<file path="config.mk">
export PLATFORM = sky130hd
export DESIGN_NAME = dcache_write_buffer
export DESIGN_NICKNAME = d
export VERILOG_FILES = /design/src/rtl/dcache_write_buffer.sv
export SDC_FILE = /design/constraint.sdc
export NUM_CORES = 2
export LEC_CHECK = 0
export CORE_AREA = 2 2 428 430
export DETAILED_ROUTE_END_ITERATION = 12
export DIE_AREA = 0 0 430 432
export GPL_ROUTABILITY_DRIVEN = 0
export PLACE_DENSITY_LB_ADDON = 0.08
export SLEW_MARGIN = 40
export SYNTH_ARGS = -nofsm -noshare
export SYNTH_HDL_FRONTEND = slang
export SYNTH_SLANG_ARGS = --single-unit
</file>
<file path="constraint.sdc">
create_clock -name clk_i -period 32.2 [get_ports clk_i]
set_clock_uncertainty 0.05 [all_clocks]
set_input_delay 4.83 -clock clk_i [delete_from_list [all_inputs] [get_ports clk_i]]
set_output_delay 4.83 -clock clk_i [all_outputs]
set_load 0.01 [all_outputs]
</file>
<file path="src/rtl/dcache_write_buffer.sv">
// Posted write-back buffer between the data cache miss port and line memory.
// Evictions are queued and drained in the background; refill reads hit the queue or bypass it.
//
// state     | meaning
// UP_IDLE   | waiting for / evaluating a cache request
// UP_RDMEM  | refill read missed the buffer, waiting for memory
// UP_ACK    | one-cycle completion pulse to the cache
// DN_IDLE   | memory port free, picks read or drain
// DN_WRITE  | draining the head entry to memory
// DN_READ   | refill read in flight
module dcache_write_buffer #(
    parameter int DEPTH  = 4,
    parameter int LINE_W = 256,
    parameter int ADDR_W = 32
) (
    input  logic              clk_i,
    input  logic              rst_i,
    input  logic              req_enable_i,
    input  logic              req_write_i,
    input  logic [ADDR_W-1:0] req_addr_i,
    input  logic [LINE_W-1:0] req_data_i,
    output logic              req_ack_o,
    output logic [LINE_W-1:0] req_data_o,
    output logic              mem_enable_o,
    output logic              mem_write_o,
    output logic [ADDR_W-1:0] mem_addr_o,
    output logic [LINE_W-1:0] mem_data_o,
    input  logic              mem_ack_i,
    input  logic [LINE_W-1:0] mem_data_i
);

    localparam int PW   = $clog2(DEPTH);
    localparam int CW   = PW + 1;
    localparam int LA_W = ADDR_W - 5;

    typedef enum logic [1:0] {UP_IDLE, UP_RDMEM, UP_ACK} up_state_t;
    typedef enum logic [1:0] {DN_IDLE, DN_WRITE, DN_READ} dn_state_t;

    up_state_t up_state, up_next;
    dn_state_t dn_state, dn_next;

    logic [DEPTH-1:0]  valid;
    logic [LA_W-1:0]   line_addr [DEPTH];
    logic [LINE_W-1:0] line_data [DEPTH];
    logic [PW-1:0]     head, tail;
    logic [CW-1:0]     count;
    logic [LA_W-1:0]   rd_line;

    logic [LA_W-1:0]   line_req;
    logic              hit;
    logic [PW-1:0]     hit_idx, scan_idx;
    logic              sample, full, head_busy, dn_start_write;
    logic              do_enq, do_coal, rd_hit, rd_miss, do_deq, rd_done;

    logic              ack_d;
    logic [LINE_W-1:0] rdata_d;
    logic              men_d, mwr_d;
    logic [ADDR_W-1:0] maddr_d;
    logic [LINE_W-1:0] mdata_d;

    logic              unused_addr_bits;
    assign unused_addr_bits = ^req_addr_i[4:0];

    assign line_req = req_addr_i[ADDR_W-1:5];

    // Scan from oldest to youngest so the last match is the youngest entry.
    always_comb begin
        hit      = 1'b0;
        hit_idx  = head;
        scan_idx = head;
        for (int i = 0; i < DEPTH; i++) begin
            scan_idx = head + PW'(i);
            if (valid[scan_idx] && line_addr[scan_idx] == line_req) begin
                hit     = 1'b1;
                hit_idx = scan_idx;
            end
        end
    end

    // Head counts as busy from the cycle the drain is chosen, so a coalesce
    // cannot slip into data that is already being copied to memory.
    assign dn_start_write = (dn_state == DN_IDLE) && (up_state != UP_RDMEM) && (count != CW'(0));
    assign head_busy      = (dn_state == DN_WRITE) || dn_start_write;

    assign sample  = (up_state == UP_IDLE) && req_enable_i;
    assign full    = (count == CW'(DEPTH));
    assign do_enq  = sample && req_write_i && !hit && !full;
    assign do_coal = sample && req_write_i && hit && !((hit_idx == head) && head_busy);
    assign rd_hit  = sample && !req_write_i && hit;
    assign rd_miss = sample && !req_write_i && !hit;
    assign do_deq  = (dn_state == DN_WRITE) && mem_ack_i;
    assign rd_done = (dn_state == DN_READ) && mem_ack_i;

    always_ff @(posedge clk_i or negedge rst_i) begin
        if (!rst_i) begin
            up_state     <= UP_IDLE;
            dn_state     <= DN_IDLE;
            req_ack_o    <= 1'b0;
            req_data_o   <= '0;
            mem_enable_o <= 1'b0;
            mem_write_o  <= 1'b0;
            mem_addr_o   <= '0;
            mem_data_o   <= '0;
        end else begin
            up_state     <= up_next;
            dn_state     <= dn_next;
            req_ack_o    <= ack_d;
            req_data_o   <= rdata_d;
            mem_enable_o <= men_d;
            mem_write_o  <= mwr_d;
            mem_addr_o   <= maddr_d;
            mem_data_o   <= mdata_d;
        end
    end

    always_comb begin
        up_next = up_state;
        case (up_state)
            UP_IDLE: begin
                if (do_enq || do_coal || rd_hit) up_next = UP_ACK;
                else if (rd_miss)                up_next = UP_RDMEM;
            end
            UP_RDMEM: if (rd_done) up_next = UP_ACK;
            UP_ACK:   up_next = UP_IDLE;
            default:  up_next = UP_IDLE;
        endcase
    end

    always_comb begin
        ack_d   = (up_next == UP_ACK);
        rdata_d = '0;
        if (rd_hit)
            rdata_d = line_data[hit_idx];
        else if ((up_state == UP_RDMEM) && rd_done)
            rdata_d = mem_data_i;
    end

    always_comb begin
        dn_next = dn_state;
        case (dn_state)
            DN_IDLE: begin
                if (up_state == UP_RDMEM)  dn_next = DN_READ;
                else if (count != CW'(0))  dn_next = DN_WRITE;
            end
            DN_WRITE: if (mem_ack_i) dn_next = DN_IDLE;
            DN_READ:  if (mem_ack_i) dn_next = DN_IDLE;
            default:  dn_next = DN_IDLE;
        endcase
    end

    always_comb begin
        men_d   = 1'b0;
        mwr_d   = 1'b0;
        maddr_d = '0;
        mdata_d = '0;
        case (dn_next)
            DN_WRITE: begin
                men_d   = 1'b1;
                mwr_d   = 1'b1;
                maddr_d = {line_addr[head], 5'b0};
                mdata_d = line_data[head];
            end
            DN_READ: begin
                men_d   = 1'b1;
                maddr_d = {rd_line, 5'b0};
            end
            default: ;
        endcase
    end

    always_ff @(posedge clk_i or negedge rst_i) begin
        if (!rst_i) begin
            valid   <= '0;
            head    <= '0;
            tail    <= '0;
            count   <= '0;
            rd_line <= '0;
        end else begin
            if (do_enq) begin
                valid[tail] <= 1'b1;
                tail        <= tail + PW'(1);
            end
            if (do_deq) begin
                valid[head] <= 1'b0;
                head        <= head + PW'(1);
            end
            count <= count + CW'(do_enq) - CW'(do_deq);
            if (rd_miss)
                rd_line <= line_req;
        end
    end

    always_ff @(posedge clk_i) begin
        if (do_enq) begin
            line_addr[tail] <= line_req;
            line_data[tail] <= req_data_i;
        end else if (do_coal) begin
            line_data[hit_idx] <= req_data_i;
        end
    end

endmodule

</file>
---- Yosys cells after proc, flatten, opt, wreduce, memory -nomap -nowiden ----
Memories as Yosys holds them, arrays and structs flattened.
Index checks and enable logic that the tools add are counted.
operators by class
  $add $sub $neg .......................... 6
  multiply operators ...................... 0
  div/mod/pow operators ................... 0
  magnitude comparators ................... 7
  equality and inequality tests ........... 13
  shift operators ......................... 0
  mux-type cells .......................... 43
  bitwise gates (word level) .............. 3
  reduce and logical (&&, ||, !) cells .... 34
operator list
  cell                 number
  $mux 256             4
  $reduce_or 256->1    1
  $eq 27x27->1         4
  $pmux 32 s2          1
  $logic_and 1x1->1    21
  $mux 2               10
  $mux 1               18
  $lt 2x3->1 const B   5
  $bmux 1 s2           4
  $mux 4               2
  $pmux 2 s2           2
  $eq 2x1->1 const B   3
  $eq 2x2->1 const B   3
  $add 2x1->2 const B  2
  $add 2x2->2 const B  2
  $and 4x4->4          1
  $demux 1 s2          2
  $ge 2x1->1 const B   2
  $logic_not 1->1      4
  $logic_not 2->1      2
  $not 4->4            1
  $or 4x4->4           1
  $reduce_or 2->1      2
  $add 3x1->3          1
  6 further kinds      8
storage, ports and cells
  register bits after elaboration ......... 589
  bits in latches ......................... 0
  RAM bits ................................ 1132
  memory bits (read-only) ................. 0
  word-level logic and storage cells ...... 121
  memories ................................ 2
memories
  name       words  width  read ports  clocked after Yosys merged registers in  write ports  RTL line  RTL
  line_data  4      256    2           0                                        1            44        logic [LINE_W-1:0] line_data [DEPTH];
  line_addr  4      27     4           0                                        1            43        logic [LA_W-1:0] line_addr [DEPTH];

---- Longest topological paths before layout ----
  depth in word-level cells ............... 16
  gate-level depth with buffers ........... 25
  gate-level depth less buffers ........... 17

---- Worst setup path before layout ----
Ideal clock, no wire load.
  path kind ............................... input to register
  from .................................... input port req_addr_i[15]
  to ...................................... memory line_data[0][0], enable pin
  library setup time ...................... 1.257 ns
  data arrival time ....................... 25.521 ns
  data required time ...................... 30.893 ns
  setup slack ............................. 5.371 ns
  stages .................................. 12
  path buffers ............................ 2
  cell sequence ........................... clkbuf_1 nand2_1 or2_2 and4_1 o2111ai_1 nor4b_1 a31oi_1 and3_4 and2_1 clkbuf_1 inv_1 o32ai_1
between the ends
  cells in the longest elaborated chain, start to end .. 14
  elaborated cells between the ends (all ways) .. 31
  those cells by class .................... eq/ne (5); mux (14); reduce/logical (12)
RTL lines
  element                                            RTL line  RTL
  from (decl)                                        20        input logic [ADDR_W-1:0] req_addr_i,
  $eq 27x27->1                                       73        if (valid[scan_idx] && line_addr[scan_idx] == line_req) begin
  $logic_and 1x1->1                                  73
  $mux 2 (3 in series)                               73
  $eq 2x2->1                                         88        assign do_coal = sample && req_write_i && hit && !((hit_idx == head) && head_busy);
  $logic_and 1x1->1                                  88
  $logic_not 1->1                                    88
  $logic_and 1x1->1                                  88
  $mux 1                                             197       end else if (do_coal) begin
  $mux 1                                             194       if (do_enq) begin
  $mux 1 (not written as such)                       198       line_data[hit_idx] <= req_data_i;
  $reduce_or 256->1 (no line)                        n/a
  $mux 2 (no line) / $mux 1 (equally long branches)  n/a
  to (decl)                                          44
Several ways; a longest one is shown, not always the timed one.

---- Worst setup path in the final report ----
  from .................................... input port req_addr_i[29]
  to ...................................... register req_data_o[118]
between the ends
  cells in the longest elaborated chain, start to end .. 8
  elaborated cells between the ends (all ways) .. 18
  those cells by class .................... eq/ne (4); mux (8); reduce/logical (5); memory (1)
RTL lines
  element                                                                RTL line  RTL
  parallel branches: the longest is 7 deep, another holds $mem_v2 4x256  n/a
  $mux 256 *                                                             132       if (rd_hit)
  named net rdata_d[118]                                                 56        logic [LINE_W-1:0] rdata_d;
  to (signal assigned)                                                   108       req_data_o <= rdata_d;
  to (decl)                                                              23        output logic [LINE_W-1:0] req_data_o,
Mark *: on every way through the listed nets, which the timed path passes.
A chain may end at the register's enable or synchronous reset.

==> impl_summary.txt <==
----------------------------------------------------
[Synthesis]
  Ys async rst share ... 0.3403
  Most repeated cell in the gate-level netlist after synthesis ... sky130_fd_sc_hd__edfxtp_1
  Synthesized instance count ... 4731
  Largest area contributor in the synthesized netlist ... sky130_fd_sc_hd__edfxtp_1
  Yosys warnings ... 0
  Post-synth top area share ... 0.4612
  Cell variety after synth ... 63
  Leading post-synthesis cells by instance count ... sky130_fd_sc_hd__edfxtp_1 (1132), sky130_fd_sc_hd__dfrtp_1 (584), sky130_fd_sc_hd__mux4_2 (345)
  Avg Inst Size Synth ... 15.58 µm²
  Post-synth design cell area ... 73710 µm²
  Sequential cell area fraction in the yosys report ... 0.6594
  Number of synthesized flops with an enable pin ... 1132
  Leading register cell type out of synthesis ... sky130_fd_sc_hd__edfxtp_1
  Yosys reg bits ... 1716
  Ranking of synthesized cells by area ... sky130_fd_sc_hd__edfxtp_1 (46%), sky130_fd_sc_hd__dfrtp_1 (20%), sky130_fd_sc_hd__mux4_2 (11%), sky130_fd_sc_hd__mux2i_1 (4.1%), sky130_fd_sc_hd__o211ai_1 (2.6%)

[Worst setup path]
  Category of the worst setup path launch point ... primary input
  Crit-path max FO ... 53
  Maximum single-stage delay on the critical path ... 970 ps
  Setup CP Type ... in -> reg
  Data required time at the worst endpoint ... 32840 ps
  Cell type of the slowest stage on the worst timing path ... sky130_fd_sc_hd__clkdlybuf4s50_1
  Cell breakdown of the critical path ... clkdlybuf4s50_1 -> or2_2 -> o22ai_1 -> or3_1 -> nor4_1 -> nand4_1 -> or3b_2 -> a21o_4 -> and2_4 -> buf_6 -> buf_6 -> buf_4 -> buf_4 -> mux2i_1 -> o211ai_1
  Crit path arrival time ... 12020 ps
  Endpoint type of the worst setup path ... register
  Buffer and inverter count on the worst path ... 5
  Kind of cell adding the most delay to the critical path ... buffers and inverters

[Pwr]
  LEAKAGE ... 34.21 nW
  Ratio of total power to cell area ... 86.19 nW/µm²
  Worst IR drop on VDD ... 0.1195 mV

[Global routing]
  Initial antenna violation count ... 113
  Wire length of the first global-routing pass ... 350.7 mm
  Met1 usage ... 0.3181
  Global-route track usage on met3 ... 0.06244
  Global-route track usage on met2 ... 0.4270
  Total global routing track utilization ... 0.2626
  Global route overflow ... 0
  Largest net degree at the start of global routing ... 203
  Global route hottest layer ... met2
  Via count of the first global-routing pass ... 47010

[Finish]
  Final instance count without filler cells ... 8328
  Fraction of final layout cells sized beyond drive strength 1 ... 0.1318
  Relative area change from synthesis to final layout ... 26.83%
  Number of inserted filler cells in the final layout ... 15330
  Number of nets in the layout ... 6278

[Drt]
  Total wire length after detailed routing ... 247.6 mm
  Vias per inst ... 5.613
  Pre-Repair DR Iteration Count ... 5
  Number of remaining DRC errors ... 0
  Vias post-DR ... 46750
  Post-detailed-route count of antenna-violating nets ... 0
  Starting DRT DRC Count ... 3427
  Routed wirelength normalized by instance count ... 29.73 µm

[Clock tree]
  CTS Hold Buffers Added ... 0
  Number of buffers added for setup after CTS ... 0
  CTS H-tree depth ... 4
  CTS Buf Count ... 187
  Clock sink count ... 1716
  Clock tree root buffer cell ... sky130_fd_sc_hd__clkbuf_16
  Clk buf depth ... 3
  Post-CTS sizing ... 0
  Clock tree from TritonCTS ... built
  Clk slew on worst S/H paths ... 60 ps
  Skew-Pair Late Insertion Delay ... 860 ps

[STA]
  Slack of the critical path ... 20820 ps
  Achievable Freq ... 0.08785 GHz
  Worst slew margin relative to its limit ... 0.3883
  Period Utilization, post-route ... 0.3535
  Final count of pins violating max slew ... 0
  Number of hold violations in the final report ... 0
  Final-layout setup total negative slack ... 0 ps
  Hold Worst Slack ... 410.6 ps
  Slew at the pin closest to its max-slew limit ... 917.6 ps
  Count of final setup violators ... 0
  Unrepaired setup endpoints after global routing ... no
  Shortest period the worst path allows ... 11380 ps

[Floorplanning]
  I/O pins ... 1096
  Horizontal die dimension ... 430 µm
  Floorplan row count ... 157
  Area of the core region ... 181700 µm²
  Die Footprint ... 185800 µm²
  Die H ... 432 µm
  Initial core utilization ... 0.4057

[Placement]
  Final HPWL from detailed placement ... 159.3 mm
  Port Buffer Count ... 1085
  Number of cells in the design after placement ... 7904
  Post-placement setup slack ... 20040 ps

[Status]
  Outcome ... finished clean

[Run]
  Max cap viols ... 0

[Min path]
  Path type of the worst min-delay path ... reg -> reg

----------------------------------------------------
power by group:
| part | leakage, nW | total, W | switching, W | internal (W) |
|---|---|---|---|---|
| logic | 13.0 | 0.00317 | 0.00182 | 0.00135 |
| registers | 18.1 | 0.00274 | 0.000116 | 0.00262 |
| clock network | 3.05 | 0.00215 | 0.000908 | 0.00124 |
| total | 34.2 | 0.00806 | 0.00284 | 0.00521 |
area by class of cell:
class	count	area, µm²	share of cell area
Inverter	21	78.83	0.0008432
Sequential cell	1716	48610	0.5200
Multi-Input combinational cell	2612	23360	0.2499
Tap cell	2385	2984	0.03192
Antenna cell	65	162.7	0.001740
Timing Repair Buffer	1174	12040	0.1288
Clock buffer	264	5304	0.05673
Clock inverter	91	940.9	0.01006
registers in the layout, indices dropped and copies added, names as in the netlist:
| signal | cells |
|---|---|
| valid | 4 |
| mem_addr_o | 27 |
| head | 2 |
| up_state | 2 |
| mem_write_o | 1 |
| req_ack_o | 1 |
| tail | 2 |
| line_data | 1024 |
| mem_enable_o | 1 |
| mem_data_o | 256 |
| line_addr | 108 |
| rd_line | 27 |
| req_data_o | 256 |
| count | 3 |
| dn_state | 2 |
path summary, 6_finish.rpt:
| kind | from | end | slack [ps] | cells past startpoint |
|---|---|---|---|---|
| min in group asynchronous | rst_i | mem_addr_o[27] | 3920 | 1 |
| worst min-delay path | up_state[1] | up_state[0] | 410 | 1 |
| worst min register to register | up_state[1] | up_state[0] | 410 | 1 |
| max in group asynchronous | rst_i | req_data_o[134] | 25170 | 5 |
| worst max register to register | head[0] | req_data_o[118] | 22900 | 17 |
| worst max-delay path | req_addr_i[29] | req_data_o[118] | 20820 | 15 |
worst reg2reg max path, delay by kind of cell, from the launching register on:
| kind | cells | cell delay (ps) |
|---|---|---|
| flops | 1 | 870 |
| fa+ha+maj | 1 | 720 |
| compound gates | 3 | 1020 |
| xor+xnor | 1 | 470 |
| buf+inv | 6 | 3850 |
| mux | 2 | 800 |
| simple gates | 4 | 1390 |
per-layer routing:
metal,vias up,routed length [µm]
li1,20230,-
met1,24370,94400
met2,1597,123400
met3,496,15860
met4,52,13600
met5,-,336
stage by stage:
stage / utilization / cell area (µm²) / power [W]
3_5_place_dp: 0.4786 / 86960 / 0.005960
5_1_grt: 0.5144 / 93470 / 0.008441
3_3_place_gp: 0.4766 / 86610 / 0.005929
4_1_cts: 0.5130 / 93210 / 0.008124
2_1_floorplan: - / 73720 / 0.004948
6_report: 0.5145 / 93490 / 0.008058
layout by cell type (no fill, tap or decap), types with 12 or more instances in the layout:
cell type / count
sky130_fd_sc_hd__mux2i_1: 301
sky130_fd_sc_hd__buf_6: 24
sky130_fd_sc_hd__diode_2: 65
sky130_fd_sc_hd__clkbuf_8: 25
sky130_fd_sc_hd__a22oi_1: 30
sky130_fd_sc_hd__a21boi_0: 257
sky130_fd_sc_hd__mux4_2: 345
sky130_fd_sc_hd__dfrtp_1: 582
sky130_fd_sc_hd__buf_4: 38
sky130_fd_sc_hd__mux2_2: 28
sky130_fd_sc_hd__nand3_1: 15
sky130_fd_sc_hd__clkinv_1: 23
sky130_fd_sc_hd__and3_1: 261
sky130_fd_sc_hd__clkbuf_16: 191
sky130_fd_sc_hd__edfxtp_1: 1132
sky130_fd_sc_hd__inv_1: 20
sky130_fd_sc_hd__clkinv_2: 37
sky130_fd_sc_hd__o211ai_1: 258
sky130_fd_sc_hd__buf_12: 16
sky130_fd_sc_hd__clkdlybuf4s50_1: 1084
sky130_fd_sc_hd__and2_1: 258
sky130_fd_sc_hd__nor3_1: 12
sky130_fd_sc_hd__nor2_1: 41
sky130_fd_sc_hd__nand4_1: 24
sky130_fd_sc_hd__clkbuf_1: 48
sky130_fd_sc_hd__nand2_1: 283
sky130_fd_sc_hd__xor2_1: 27
sky130_fd_sc_hd__ha_1: 13
sky130_fd_sc_hd__o21ai_0: 257
sky130_fd_sc_hd__xnor2_1: 79
kinds of logic after synthesis:
family / after synthesis / share of synthesized area
compound gates: 865 / 0.07931
xor+xnor: 106 / 0.01260
fa+ha+maj: 17 / 0.002988
buf+inv: 407 / 0.02565
flops: 1716 / 0.6594
mux: 674 / 0.1506
other cells: 1 / 0.00005088
simple gates: 945 / 0.06941
Note: power is estimated with default switching activity, not from simulation.
